$ cat src/rtl/adc_spi_pkg.sv
// Shared definitions for the ADC SPI responder and the sampling master FSM.
// Build option: ADC_SPI_LSBF_EN adds the LSB-first reply tail (LSB state).
package adc_spi_pkg;

  localparam int ADC_BITS  = 12;
  localparam int CMD_BITS  = 4;   // start, sgl, odd, msbf
  localparam int NULL_BITS = 1;   // null bit ahead of the data field
  localparam int CNT_W     = 4;

  // Counter value on the last bit of the MSB-first and LSB-first fields.
  localparam logic [CNT_W-1:0] DATA_LAST = 4'd11;
  localparam logic [CNT_W-1:0] LSB_LAST  = 4'd10;

  typedef enum logic [2:0] {
    IDLE = 3'd0,
    SGL  = 3'd1,
    ODD  = 3'd2,
    MSBF = 3'd3,
    NUL  = 3'd4,
    DATA = 3'd5,
`ifdef ADC_SPI_LSBF_EN
    LSB  = 3'd6,
`endif
    DONE = 3'd7
  } state_t;

  // a - b on a 13-bit intermediate; a negative result clamps to zero.
  function automatic logic [ADC_BITS-1:0] sat_sub(input logic [ADC_BITS-1:0] a,
                                                  input logic [ADC_BITS-1:0] b);
    logic [ADC_BITS:0] diff;
    diff = {1'b0, a} - {1'b0, b};
    if (diff[ADC_BITS]) begin
      sat_sub = {ADC_BITS{1'b0}};
    end else begin
      sat_sub = diff[ADC_BITS-1:0];
    end
  endfunction

endpackage

$ cat src/rtl/adc_sample_select.sv
// Channel mux and saturating differential subtractor that form the reply word.
module adc_sample_select
  import adc_spi_pkg::*;
(
  input  logic                sgl,
  input  logic                odd,
  input  logic [ADC_BITS-1:0] ch0_data,
  input  logic [ADC_BITS-1:0] ch1_data,
  output logic [ADC_BITS-1:0] word
);

  // Single-ended picks a channel; differential subtracts in the odd-selected direction.
  always_comb begin
    word = {ADC_BITS{1'b0}};
    if (sgl) begin
      if (odd) begin
        word = ch1_data;
      end else begin
        word = ch0_data;
      end
    end else begin
      if (odd) begin
        word = sat_sub(ch1_data, ch0_data);
      end else begin
        word = sat_sub(ch0_data, ch1_data);
      end
    end
  end

endmodule

$ cat src/rtl/adc_spi_responder.sv
// SPI ADC responder: decodes start/sgl/odd/msbf, then replies null bit + 12-bit word.
// Build option: ADC_SPI_LSBF_EN appends the LSB-first tail when msbf=0.
module adc_spi_responder
  import adc_spi_pkg::*;
(
  input  logic                sck,
  input  logic                reset,
  input  logic                cs_n,
  input  logic                sdi,
  input  logic [ADC_BITS-1:0] ch0_data,
  input  logic [ADC_BITS-1:0] ch1_data,
  output logic                sdo,
  output logic                sdo_oe,
  output logic                conv_done
);

  state_t              state_r;
  logic [CNT_W-1:0]    cnt_r;
  logic                sgl_r;
  logic [ADC_BITS-1:0] word_r;
  logic                sdo_r;
  logic                conv_done_r;
  logic [ADC_BITS-1:0] sel_word_s;
  logic [CNT_W-1:0]    data_idx_s;
  logic                clr_s;
`ifdef ADC_SPI_LSBF_EN
  logic                msbf_r;
  logic [CNT_W-1:0]    lsb_idx_s;
`endif

  // Deselect aborts a transaction exactly like reset does.
  assign clr_s     = reset | cs_n;
  assign sdo_oe    = ~cs_n;
  assign sdo       = sdo_r;
  assign conv_done = conv_done_r;

  // The odd bit is still on sdi during the ODD edge, so it feeds the mux directly.
  adc_sample_select u_sample_select (
    .sgl      (sgl_r),
    .odd      (sdi),
    .ch0_data (ch0_data),
    .ch1_data (ch1_data),
    .word     (sel_word_s)
  );

  // Bit index of the next MSB-first data bit (word[10] down to word[0]).
  always_comb begin
    data_idx_s = 4'd0;
    if (cnt_r < DATA_LAST) begin
      data_idx_s = DATA_LAST - 4'd1 - cnt_r;
    end else begin
      data_idx_s = 4'd0;
    end
  end

`ifdef ADC_SPI_LSBF_EN
  // Bit index of the next LSB-first tail bit (word[2] up to word[11]).
  always_comb begin
    lsb_idx_s = 4'd1;
    if (cnt_r < LSB_LAST) begin
      lsb_idx_s = cnt_r + 4'd2;
    end else begin
      lsb_idx_s = 4'd1;
    end
  end
`endif

  // Transaction FSM; every output bit is launched on the sck falling edge.
  always_ff @(negedge sck or posedge clr_s) begin
    if (clr_s) begin
      state_r     <= IDLE;
      cnt_r       <= 4'd0;
      sgl_r       <= 1'b0;
`ifdef ADC_SPI_LSBF_EN
      msbf_r      <= 1'b0;
`endif
      word_r      <= 12'h000;
      sdo_r       <= 1'b0;
      conv_done_r <= 1'b0;
    end else begin
      case (state_r)
        IDLE: begin
          sdo_r       <= 1'b0;
          conv_done_r <= 1'b0;
          if (sdi) begin
            state_r <= SGL;
          end else begin
            state_r <= IDLE;
          end
        end
        SGL: begin
          sgl_r   <= sdi;
          state_r <= ODD;
        end
        ODD: begin
          word_r  <= sel_word_s;
          state_r <= MSBF;
        end
        MSBF: begin
`ifdef ADC_SPI_LSBF_EN
          msbf_r  <= sdi;
`endif
          sdo_r   <= 1'b0;
          state_r <= NUL;
        end
        NUL: begin
          cnt_r   <= 4'd0;
          sdo_r   <= word_r[ADC_BITS-1];
          state_r <= DATA;
        end
        DATA: begin
          if (cnt_r == DATA_LAST) begin
            cnt_r <= 4'd0;
`ifdef ADC_SPI_LSBF_EN
            if (!msbf_r) begin
              sdo_r   <= word_r[1];
              state_r <= LSB;
            end else begin
              sdo_r       <= 1'b0;
              conv_done_r <= 1'b1;
              state_r     <= DONE;
            end
`else
            sdo_r       <= 1'b0;
            conv_done_r <= 1'b1;
            state_r     <= DONE;
`endif
          end else begin
            cnt_r <= cnt_r + 4'd1;
            sdo_r <= word_r[data_idx_s];
          end
        end
`ifdef ADC_SPI_LSBF_EN
        LSB: begin
          if (cnt_r == LSB_LAST) begin
            cnt_r       <= 4'd0;
            sdo_r       <= 1'b0;
            conv_done_r <= 1'b1;
            state_r     <= DONE;
          end else begin
            cnt_r <= cnt_r + 4'd1;
            sdo_r <= word_r[lsb_idx_s];
          end
        end
`endif
        DONE: begin
          sdo_r       <= 1'b0;
          conv_done_r <= 1'b0;
          state_r     <= IDLE;
        end
        default: begin
          cnt_r       <= 4'd0;
          sdo_r       <= 1'b0;
          conv_done_r <= 1'b0;
          state_r     <= IDLE;
        end
      endcase
    end
  end

endmodule

$ cat config.mk
export PLATFORM = sky130hd
export DESIGN_NAME = adc_spi_responder
export DESIGN_NICKNAME = d
export VERILOG_FILES = /design/src/rtl/adc_spi_pkg.sv /design/src/rtl/adc_sample_select.sv /design/src/rtl/adc_spi_responder.sv
export SDC_FILE = /design/constraint.sdc
export NUM_CORES = 1
export LEC_CHECK = 0
export BUFFER_PORTS_ARGS = -buffer_cell sky130_fd_sc_hd__buf_4
export CORE_AREA = 5 5 82 84
export CTS_CLUSTER_SIZE = 14
export DETAILED_ROUTE_END_ITERATION = 6
export DIE_AREA = 0 0 87 89
export MAX_ROUTING_LAYER = met4
export PLACE_DENSITY = 0.71
export SLEW_MARGIN = 20
export SYNTH_ARGS = -nofsm -noshare
export SYNTH_HDL_FRONTEND = slang
export SYNTH_SLANG_ARGS = --single-unit
export TNS_END_PERCENT = 1
$ cat constraint.sdc
create_clock -name sck -period 4.35 [get_ports sck]
set_input_delay 0.435 -clock sck [delete_from_list [all_inputs] [get_ports sck]]
set_output_delay 0.435 -clock sck [all_outputs]
set_load 0.02 [all_outputs]
=== After elaboration in Yosys (flattened, before gate mapping) ===
Index checks and enable logic that the tools add are counted.

* Flip-flop bits (word level): 22
* Logic and storage cells: 45

* Add/sub/neg operators: 4
* Magnitude comparators: 2
* Eq/ne operators: 8
* Muxes and demuxes: 17
* Bitwise gates (word level): 3
* Reductions and logical operators: 5

{| class="wikitable"
|+ Operators by type and width
! cell !! count
|-
| two-way mux 12 bit || 5
|-
| subtractor 12 x 12 -> 13 bit || 2
|-
| one-hot mux 3 bit (6 select lines) || 1
|-
| == test 3 bit (second input constant) || 3
|-
| two-way mux 4 bit || 2
|-
| one-hot mux 4 bit (2 select lines) || 1
|-
| == test 3 x 2 -> 1 bit (second input constant) || 2
|-
| < comparator 4 x 5 -> 1 bit (second input constant) || 1
|-
| OR reduction 5 bit || 1
|-
| adder 4 x 1 -> 4 bit (second input constant) || 1
|-
| binary-select mux 1 bit (select 4 bit) || 1
|-
| == test 4 bit (second input constant) || 1
|-
| < comparator 4 bit (second input constant) || 1
|-
| two-way mux 1 bit || 4
|-
| OR reduction 4 bit || 1
|-
| subtractor 4 bit (first input constant) || 1
|-
| == test 3 x 1 -> 1 bit (second input constant) || 1
|-
| zero test 3 bit || 1
|-
| two-way mux 3 bit || 1
|-
| one-hot mux 1 bit (3 select lines) || 1
|-
| != test 2 bit (second input constant) || 1
|-
| inverter 1 bit || 2
|-
| one-hot mux 1 bit (2 select lines) || 1
|-
| AND reduction 2 bit || 1
|-
| other kinds (2) || 2
|}

=== Longest topological paths before layout ===
Gate-level depths: netlist of the first run.

* Depth after elaboration: 6
* Depth in mapped cells: 11
* Gate-level depth less buffers: 10

=== Cells and area by module ===
From an unflattened synthesis of the first run, not the netlist that was laid out.

* Cells, all modules: 335
* Area, all modules: 2,736.4 um2

{| class="wikitable"
|+ Modules (own cells, without submodules)
! module !! times used !! cells an instance !! area each (um2) !! sequential area each (um2)
|-
| adc_sample_select || 1 || 218 || 1,520.2 || 0.0
|-
| adc_spi_responder || 1 || 117 || 1,216.2 || 550.5
|}

==> results.md, run 1 <==
- Leakage: 1.683 nW
- Crit start category: primary input
- Worst-Margin Slew: 875.4 ps
- Sequential share of power: 32.9%
- Synth top cells by count: 36 x inv_1, 36 x nor2_1, 27 x o21ai_0, 25 x a21oi_1, 25 x ha_1
- Hold Path Class: flop to flop
- Synth cell types: 54
- Power, Total: 1.164 mW
- Top cells by area, synth: dfrtn_1 20%, ha_1 11%, inv_1 4.9%
- WL per Instance: 14.64 um
- Power Density: 320.5 mW/mm^2
- Vias: 2913
- Vias per cell: 5.701
- Net Count, Synth: 420
- Net Sw Frac: 42.66%
- CP endpoint kind: flop
- Initial cell density of the core: 47.58%
- Peak supply drop: 253.3 uV
- Hold depth: 2
- RSZ-0062 raised after global routing: true
- HPWL after DPL: 6.019 mm
- FFs w/ async S/R, synth: 100.0%
- Combinational power share: 54.4%
- Mapped cell area: 0.002784 mm^2
- Core area: 0.005851 mm^2
- Initial antenna violation count: 0
- Clk_lat worst skew: 280 ps
- Post-route cell area: 0.003631 mm^2
- Yosys warns: 0
- Iter 0 DRT Violations: 172
- Total Routing Usage GR: 20.40%
- Clock share of power: 12.7%
- Count of input and output buffers: 30
- Number of hold buffers added after CTS: 0
- Longest Clk Path Bufs: 2
- Area Overhead vs Synth: 30.43%
- Total clock sinks: 22
- Reg2reg end: sdo
- EDFF count, synth: 0
- R2R Path Start: cnt_r[0]
- CTS tree: done
- Required time worst endpoint: 2290 ps
- Root Buffer: clkbuf_8
- Switch Pwr: 0.4963 mW
- Num CTS Buffers: 3
- Worst Setup SP: ch0_data[0]
- Row cnt: 28
- Final Hold Fails: 0
- Worst R2R Path Depth: 7
- Status: finished, violations left
- MaxCap Viol Count: 0
- Area leader, netlist: dfrtn_1
- TritonRoute pass-1 iters: 4
- Drt total wl: 7.483 mm
- Largest net degree at the start of global routing: 26
- Post-synthesis instance total: 365
- Reg2reg setup slack: 1880 ps
- Slew Limit Fails: 0
- First-pass GRT wire length: 12.60 mm
- Worst-path clk slew: 50 ps
- Layout Nets: 492
- Int Pwr: 0.6673 mW
- Setup TNS: -38.30 ps
- Die area: 0.007743 mm^2
- Placer congestion estimate: 0.9062
- Register area share after synthesis: 19.78%
- Htree depth: 1
- Number of fill cells: 516
- Flops & latches, synth: 22
- Top FF cell, synth: dfrtn_1
- Vias in the first global route: 2809
- Final WS setup: -38.30 ps
- Worst-path fanout max: 2
- Die W: 87 um
- Slew margin rel.: 41.47%
- End point of the critical path: word_r[10]
- Critical path class: primary input to flop
- Top Ports: 31
- # DRC: 0
- Mean Syn Cell Area: 7.627 um^2
- Crit path arrival time: 2320 ps
- Total global routing overflow: 0
- Layout cells sized above 1: 29.13%
- Top cell type's share of synthesized area: 19.78%
- Die H: 89 um
- # diodes: 0
- Failing checks: negative setup slack
- Routed Antenna Nets: 0
- Pre-CTS setup slack: -439.8 ps
- Endpoints failing setup: 1
- Placed inst area: 0.003481 mm^2
- Setup Skew: 3.057 ps
[flip-flops by register name, summed over array words and instances, names as in the netlist]
name       flops
sdo            1
cnt_r          4
state_r        3
conv_done      1
word_r        12
sgl_r          1
[through the flow]
step	std cells	hold WS [ps]	utilization, %
floorplan	365	437.8	-
global placement	505	460.5	59.50
detailed placement	505	455.8	59.50
CTS	510	471.3	61.04
global route	511	495.4	62.06
finish	511	463.1	62.06
[how the worst min path moves through the flow]
stage	from	end	slack, ps
after floorplan	word_r[3]	word_r[3]	440
after CTS	word_r[1]	word_r[1]	470
after detailed placement	sdo	sdo	460
after global placement	sdo	sdo	460
final	word_r[1]	word_r[1]	460
after global routing	word_r[1]	word_r[1]	500
[final cells by class]
| cell class | count | area (um^2) | area share (%) |
|---|---|---|---|
| clock buffers | 4 | 55.05 | 1.516 |
| inverters | 36 | 147.6 | 4.066 |
| multi-input cells | 284 | 2095 | 57.68 |
| flip-flops and latches | 22 | 550.5 | 15.16 |
| repair buffers | 90 | 689.4 | 18.99 |
| well taps | 75 | 93.84 | 2.584 |
[kinds of logic after synthesis]
group / share of synthesized area (%)
flops: 19.78
compound gates: 30.88
simple gates: 18.29
xor+xnor: 3.461
mux: 5.933
buf+inv: 8.988
fa+ha+maj: 12.67
[what timing repair did]
item / in CTS / in global routing
buffers inserted: 1 / 0
resized for setup: 6 / 17
setup endpoints to repair: 11 / 11
gates cloned: 0 / 1
pin swaps: 7 / 3
endpoints found under the hold margin: 0 / 0
[power groups by stage]
stage | clock network, mW | logic [mW] | registers (mW)
floorplan | 0 | 0.469 | 0.335
global placement | 0 | 0.594 | 0.383
detailed placement | 0 | 0.609 | 0.384
CTS | 0.149 | 0.620 | 0.381
global route | 0.160 | 0.704 | 0.398
finish | 0.148 | 0.633 | 0.382
[cells in the final DEF, fill, tap and decap left out, types with 5 or more instances in the layout]
master / count
nand3b_1: 6
a21oi_1: 23
a22oi_1: 10
xor2_1: 5
nand3_1: 10
nor2_1: 35
inv_1: 34
o211ai_1: 9
mux2i_1: 12
nor3_1: 5
nor2b_1: 7
o21ai_1: 6
buf_4: 87
o21a_1: 5
dfrtn_1: 22
ha_1: 23
or3_1: 6
nand2_1: 17
xnor2_1: 6
o21ai_0: 24
[worst max-delay path: stages]
cell,delay (ps)
buf_12,110
inv_12,40
ha_4,130
inv_2,30
fa_2,340
a211oi_2,260
nor3_2,90
nor3_2,180
buf_4,150
mux2_4,290
o211ai_1,170
nand3_1,100
[layer usage]
layer  track usage, %  vias up  routed length (um)
met5                -        -                   0
met4            5.241        0                 138
met3            1.382       13                 276
met2            35.20       62                3687
met1            25.94     1368                3381
li1                 -     1470                   -
(Power assumes the default switching activity.)
==> run 2, diff against run 1 <==
--- a/config.mk
+++ b/config.mk
@@ -10,6 +10,7 @@
 export CTS_CLUSTER_SIZE = 14
 export DETAILED_ROUTE_END_ITERATION = 6
 export DIE_AREA = 0 0 87 89
+export GPL_TIMING_DRIVEN = 0
 export MAX_ROUTING_LAYER = met4
 export PLACE_DENSITY = 0.71
 export SLEW_MARGIN = 20
==> run 2 against run 1 <==
Effect of this change:
- the run still ends with negative setup slack left
- via count decreased by 2.6%
- register-to-register slack improved by 170 ps
- clock skew increased by 0.72 ps
- count of clock-buffer cells in the layout unchanged
- cell area decreased by 8.1%
- sequential power decreased by 8.1%
- critical path type unchanged
- largest cell class unchanged
- largest power group unchanged
==> results.md, run 2 (synthesis gave the netlist of run 1 again) <==
- Status: finished, violations left (unchanged)
- Failing checks: negative setup slack (unchanged)
- Die W: 87 um (unchanged)
- Area Overhead vs Synth: 19.91% (was 30.43%)
- Critical path class: primary input to flop (unchanged)
- Power Density: 344.0 mW/mm^2 (was 320.5 mW/mm^2)
- Required time worst endpoint: 2290 ps (about the same)
- First-pass GRT wire length: 12.66 mm (was 12.60 mm)
- WL per Instance: 15.90 um (was 14.64 um)
- MaxCap Viol Count: 0 (unchanged)
- Total Routing Usage GR: 20.86% (was 20.40%)
- CTS tree: done (unchanged)
- Num CTS Buffers: 3 (unchanged)
- Final Hold Fails: 0 (unchanged)
- Power, Total: 1.148 mW (was 1.164 mW)
- Slowest Stage Delay on Critical Path: 370 ps (was 340 ps)
- Vias per cell: 5.923 (was 5.701)
- Largest Register: word_r (unchanged)
- Placer congestion estimate: 0.8836 (was 0.9062)
- Most frequent cells in the layout: 34 x inv_1, 34 x nor2_1, 34 x buf_4, 25 x o21ai_0, 24 x a21oi_1 (was 87 x buf_4, 35 x nor2_1, 34 x inv_1, 24 x o21ai_0)
- Most common cell type on the critical path: nor3_2 (unchanged)
- Drt total wl: 7.617 mm (was 7.483 mm)
- TritonRoute pass-1 iters: 5 (was 4)
- Layout cells sized above 1: 19.80% (was 29.13%)
- Crit start category: primary input (unchanged)
- Hold Path Class: flop to flop (unchanged)
- Post-route cell area: 0.003338 mm^2 (was 0.003631 mm^2)
- Root Buffer: clkbuf_8 (unchanged)
- Crit path cell chain: buf_12 > inv_12 > ha_4 > inv_2 > fa_2 > a211oi_4 > nor3_2 > nor3_2 > buf_4 > mux2_4 > o211ai_1 > nand3_1 (was buf_12 > inv_12 > ha_4 > inv_2 > fa_2 > a211oi_2 > nor3_2 > nor3_2 > buf_4 > mux2_4 > o211ai_1 > nand3_1)
- Clk_lat worst skew: 280 ps (about the same)
- Count of input and output buffers: 29 (was 30)
- Worst-path fanout max: 2 (unchanged)
- Layout Nets: 460 (was 492)
- Die area: 0.007743 mm^2 (unchanged)
- Crit path arrival time: 2440 ps (was 2320 ps)
- Setup TNS: -836.9 ps (was -38.30 ps)
- Placed inst area: 0.003171 mm^2 (was 0.003481 mm^2)
- # diodes: 0 (unchanged)
- Iter 0 DRT Violations: 226 (was 172)
- Initial cell density of the core: 47.58% (unchanged)
- Worst-Margin Slew: 786.0 ps (was 875.4 ps)
- Largest regs: word_r: 12 flops, cnt_r: 4 flops, state_r: 3 flops (unchanged)
- Slew Limit Fails: 0 (unchanged)
- Peak supply drop: 172.5 uV (was 253.3 uV)
- Routed Antenna Nets: 0 (unchanged)
- Total clock sinks: 22 (unchanged)
- Worst-path clk slew: 60 ps (was 50 ps)
- RSZ-0062 raised after global routing: true (unchanged)
- Htree depth: 1 (unchanged)
- Final WS setup: -149.6 ps (was -38.30 ps)
- Pre-CTS setup slack: -580.0 ps (was -439.8 ps)
- HPWL after DPL: 5.880 mm (was 6.019 mm)
- Vias in the first global route: 2640 (was 2809)
- CP endpoint kind: flop (unchanged)
- # DRC: 0 (unchanged)
- Setup Skew: 3.781 ps (was 3.057 ps)
- Initial antenna violation count: 0 (unchanged)
- Total global routing overflow: 0 (unchanged)
- Slew margin rel.: 47.60% (was 41.47%)
- Core area: 0.005851 mm^2 (unchanged)
- Row cnt: 28 (unchanged)
- Endpoints failing setup: 11 (was 1)
- CP max-delay cell: fa_2 (unchanged)
- Largest net degree at the start of global routing: 14 (was 26)
- Top Ports: 31 (unchanged)
- Layout Utilization: 57.06% (was 62.06%)
- Longest Clk Path Bufs: 2 (unchanged)
- Die H: 89 um (unchanged)
- Max reg flops: 12 (unchanged)
- Vias: 2837 (was 2913)
- Leakage: 1.487 nW (was 1.683 nW)
==> run 2: through the flow <==
stage               hold slack [ps]  std cells
floorplan                     437.8        365
global placement              462.2        469
detailed placement            464.6        470
CTS                           465.7        477
global route                  488.1        479
finish                        467.2        479
==> run 2: cell type report <==
class                           instances  area, um^2
Inverter                               36       147.6
Buffer                                 23       130.1
Timing Repair Buffer                   35       282.8
Tap cell                               75       93.84
Clock buffer                            4       55.05
Sequential cell                        22       550.5
Fill cell                             544        2512
Multi-Input combinational cell        284        2078
==> run 2: routing by layer <==
metal | vias up | GRT usage [%] | routed length [um]
met5 | - | - | 0
met4 | 0 | 4.816 | 48
met3 | 4 | 1.475 | 318
met2 | 74 | 34.64 | 3741
met1 | 1348 | 27.82 | 3509
li1 | 1411 | - | -
==> run 2: critical path, delay by kind of cell <==
kind            cells  cell delay [ps]
compound gates      2              480
fa+ha+maj           2              490
buf+inv             4              350
mux                 1              290
simple gates        3              400
==> run 2: what timing repair did <==
| action | 4_1_cts | 5_1_grt |
|---|---|---|
| endpoints found under the setup margin | 12 | 12 |
| resized for setup | 8 | 11 |
| hold endpoints to repair | 0 | 0 |
| buffers inserted | 3 | 2 |
| pin swaps | 9 | 6 |
| hold buffers | 0 | 0 |
==> run 2: worst paths after layout <==
check | start | endpoint | slack [ps] | cells past startpoint
worst max-delay path | ch0_data[0] | word_r[10] | -150 | 12
worst min-delay path | word_r[9] | word_r[9] | 470 | 2
worst max register to register | cnt_r[0] | sdo | 2050 | 7
worst min register to register | word_r[9] | word_r[9] | 470 | 2
max in group asynchronous | cs_n | state_r[0] | 1520 | 3
min in group asynchronous | reset | cnt_r[1] | 2290 | 2
==> run 2: report_power, final <==
part	total [mW]	internal [mW]	switching [mW]	leakage [nW]
sequential	0.351	0.288	0.0634	0.288
clock	0.150	0.0808	0.0694	0.0288
combinational	0.647	0.273	0.374	1.17
total	1.15	0.641	0.507	1.49
==> run 3, diff against run 2 <==
--- a/config.mk
+++ b/config.mk
@@ -13,6 +13,7 @@
 export GPL_TIMING_DRIVEN = 0
 export MAX_ROUTING_LAYER = met4
 export PLACE_DENSITY = 0.71
+export RECOVER_POWER = 100
 export SLEW_MARGIN = 20
 export SYNTH_ARGS = -nofsm -noshare
 export SYNTH_HDL_FRONTEND = slang
==> run 3 against run 2 <==
Effect of this change:
- the run still ends with negative setup slack left
- critical path depth stayed put
- power is 0.52% lower
- non-clock buffer count stayed put
- clock skew is 1.3 ps lower
- sequential share of layout area is 0.13 points higher
- sequential power hardly changed
- combinational power is 0.8% lower
- routed wire length is 0.20% lower
- count of clock-buffer cells in the layout stayed put
- largest cell class unchanged
- critical endpoint unchanged
- hold slack worse by 2.1 ps
==> results.md, run 3 (synthesis gave the netlist of run 1 again) <==
- Vias per cell: 5.883 (was 5.923)
- Reg area: 550.5 um^2 (unchanged)
- Worst-Margin Slew: 789.3 ps (was 786.0 ps)
- MaxCap Viol Count: 0 (unchanged)
- Largest net degree at the start of global routing: 14 (unchanged)
- CP max-delay cell: fa_2 (unchanged)
- Sequential share of power: 30.7% (was 30.6%)
- R2R Path Start: cnt_r[1] (was cnt_r[0])
- # diodes: 0 (unchanged)
- Hold Path Class: flop to flop (unchanged)
- Vias in the first global route: 2640 (unchanged)
- Slowest Stage Delay on Critical Path: 370 ps (about the same)
- Final Hold Fails: 0 (unchanged)
- Layout cells sized above 1: 18.32% (was 19.80%)
- Net Sw Frac: 44.32% (was 44.15%)
- Largest Register: word_r (unchanged)
- Worst-path clk slew: 50 ps (was 60 ps)
- Most frequent cells in the layout: 35 x nor2_1, 34 x inv_1, 30 x buf_4, 25 x o21ai_0, 24 x a21oi_1 (was 34 x inv_1, 34 x nor2_1, 34 x buf_4, 25 x o21ai_0, 24 x a21oi_1)
- Root Buffer: clkbuf_8 (unchanged)
- Longest Clk Path Bufs: 2 (unchanged)
- Endpoints failing setup: 11 (unchanged)
- Drt total wl: 7.602 mm (was 7.617 mm)
- Initial cell density of the core: 47.58% (unchanged)
- RSZ-0062 raised after global routing: true (unchanged)
- Htree depth: 1 (unchanged)
- Clk_lat worst skew: 280 ps (about the same)
- Iter 0 DRT Violations: 191 (was 226)
- Multi-input logic area: 0.002076 mm^2 (was 0.002078 mm^2)
- # DRC: 0 (unchanged)
- Slew margin rel.: 47.38% (was 47.60%)
- TritonRoute pass-1 iters: 5 (unchanged)
- Total global routing overflow: 0 (unchanged)
- Peak supply drop: 172.5 uV (about the same)
- Number of hold buffers added after CTS: 0 (unchanged)
- Most common cell after layout, fill and taps aside: nor2_1
- Leakage: 1.465 nW (was 1.487 nW)
- Critical path class: primary input to flop (unchanged)
- Setup Skew: 2.478 ps (was 3.781 ps)
- Die area: 0.007743 mm^2 (unchanged)
- CTS tree: done (unchanged)
- Crit start category: primary input (unchanged)
- Hold path startpoint: sdo (was word_r[9])
- Critical path buffers and inverters: 4 (unchanged)
- Slew Limit Fails: 0 (unchanged)
- Max reg flops: 12 (unchanged)
- Power Density: 344.9 mW/mm^2 (was 344.0 mW/mm^2)
- Family with the most delay on the worst path: adder cells (unchanged)
- Most common cell type on the critical path: nor3_2 (unchanged)
- Initial antenna violation count: 0 (unchanged)
- Int Pwr: 0.6361 mW (was 0.6413 mW)
- Crit path cell chain: buf_12 > inv_12 > ha_4 > inv_2 > fa_2 > a211oi_4 > nor3_2 > nor3_2 > buf_4 > mux2_4 > o211ai_1 > nand3_1 (unchanged)
- Total Routing Usage GR: 20.86% (unchanged)
- Pre-CTS setup slack: -580.0 ps (unchanged)
- Number of fill cells: 548 (was 544)
- Worst-path fanout max: 2 (unchanged)
- Placer congestion estimate: 0.8836 (unchanged)
- Total clock sinks: 22 (unchanged)
- Failing checks: negative setup slack (unchanged)
- Layout Nets: 460 (unchanged)
- Combinational power share: 56.2% (was 56.3%)
- First-pass GRT wire length: 12.66 mm (unchanged)
- Area Overhead vs Synth: 18.97% (was 19.91%)
- Power, Total: 1.142 mW (was 1.148 mW)
- Switch Pwr: 0.5062 mW (was 0.5070 mW)
- Die W: 87 um (unchanged)
- Core area: 0.005851 mm^2 (unchanged)
- Largest regs: word_r: 12 flops, cnt_r: 4 flops, state_r: 3 flops (unchanged)
- HPWL after DPL: 5.880 mm (unchanged)
- Final WS setup: -158.5 ps (was -149.6 ps)
- Required time worst endpoint: 2290 ps (about the same)
- Die H: 89 um (unchanged)
- WL per Instance: 15.87 um (was 15.90 um)
- Clock share of power: 13.1% (about the same)
- Top Ports: 31 (unchanged)
- Layout Utilization: 56.61% (was 57.06%)
- Routed Antenna Nets: 0 (unchanged)
- Status: finished, violations left (unchanged)
- Row cnt: 28 (unchanged)
- Num CTS Buffers: 3 (unchanged)
- CP endpoint kind: flop (unchanged)
- Worst Setup SP: ch0_data[0] (unchanged)
- Vias: 2818 (was 2837)
- Crit path arrival time: 2450 ps (was 2440 ps)
- Count of input and output buffers: 29 (unchanged)
==> run 3: changes by cell type in the layout (fill, tap and decap cells not counted) <==
cell      change
buf_4         -4
clkbuf_1      +6
buf_1         -1
buf_8         -1
clkbuf_4      +1
nor2_2        -1
nor2_1        +1
buf_2         -1
==> run 3: through the flow <==
step,instances,area [um^2],hold slack (ps),TNS [ps]
finish,479,3312,465.1,-1044
global route,479,3312,488.1,-1843
CTS,477,3281,465.7,-452.2
detailed placement,470,3171,464.6,-6178
global placement,469,3153,462.2,-6141
floorplan,365,2841,437.8,-1370
==> run 3: repair_timing <==
item	4_1_cts	5_1_grt
pin swaps	9	6
setup endpoints to repair	12	12
hold endpoints to repair	0	0
resized for setup	8	11
buffers inserted	3	2
==> run 3: final cells by class <==
| type | instances | area share (%) |
|---|---|---|
| flip-flops and latches | 22 | 16.62 |
| well taps | 75 | 2.833 |
| repair buffers | 35 | 7.858 |
| plain buffers | 23 | 3.891 |
| inverters | 36 | 4.458 |
| clock buffers | 4 | 1.662 |
| multi-input cells | 284 | 62.67 |
==> run 3: power groups by stage <==
stage | logic, mW | clock network [mW] | registers (mW)
after floorplan | 0.469 | 0 | 0.335
after CTS | 0.628 | 0.153 | 0.351
after global placement | 0.602 | 0 | 0.351
after detailed placement | 0.615 | 0 | 0.354
after global routing | 0.724 | 0.160 | 0.361
final | 0.642 | 0.150 | 0.351
==> run 3: tightest hold or removal path, cell delays in order (launching register included) <==
cell,delay (ps)
dfrtn_1,420
a32oi_1,60
o21ai_0,70
==> run 3: path summary, 6_finish.rpt <==
| check | endpoint | slack [ps] | depth (start not counted) |
|---|---|---|---|
| worst max-delay path | word_r[10] | -160 | 12 |
| min in group asynchronous | word_r[0] | 2380 | 2 |
| worst min-delay path | sdo | 470 | 2 |
| max in group asynchronous | state_r[0] | 810 | 3 |
| worst max register to register | sdo | 1970 | 8 |
| worst min register to register | sdo | 470 | 2 |
==> run 3: per-layer routing <==
layer	vias to the layer above	track usage, %	routed length [um]
li1	1407	-	-
met1	1333	27.82	3483
met2	74	34.64	3743
met3	4	1.475	324
met4	0	4.816	50
met5	-	-	0
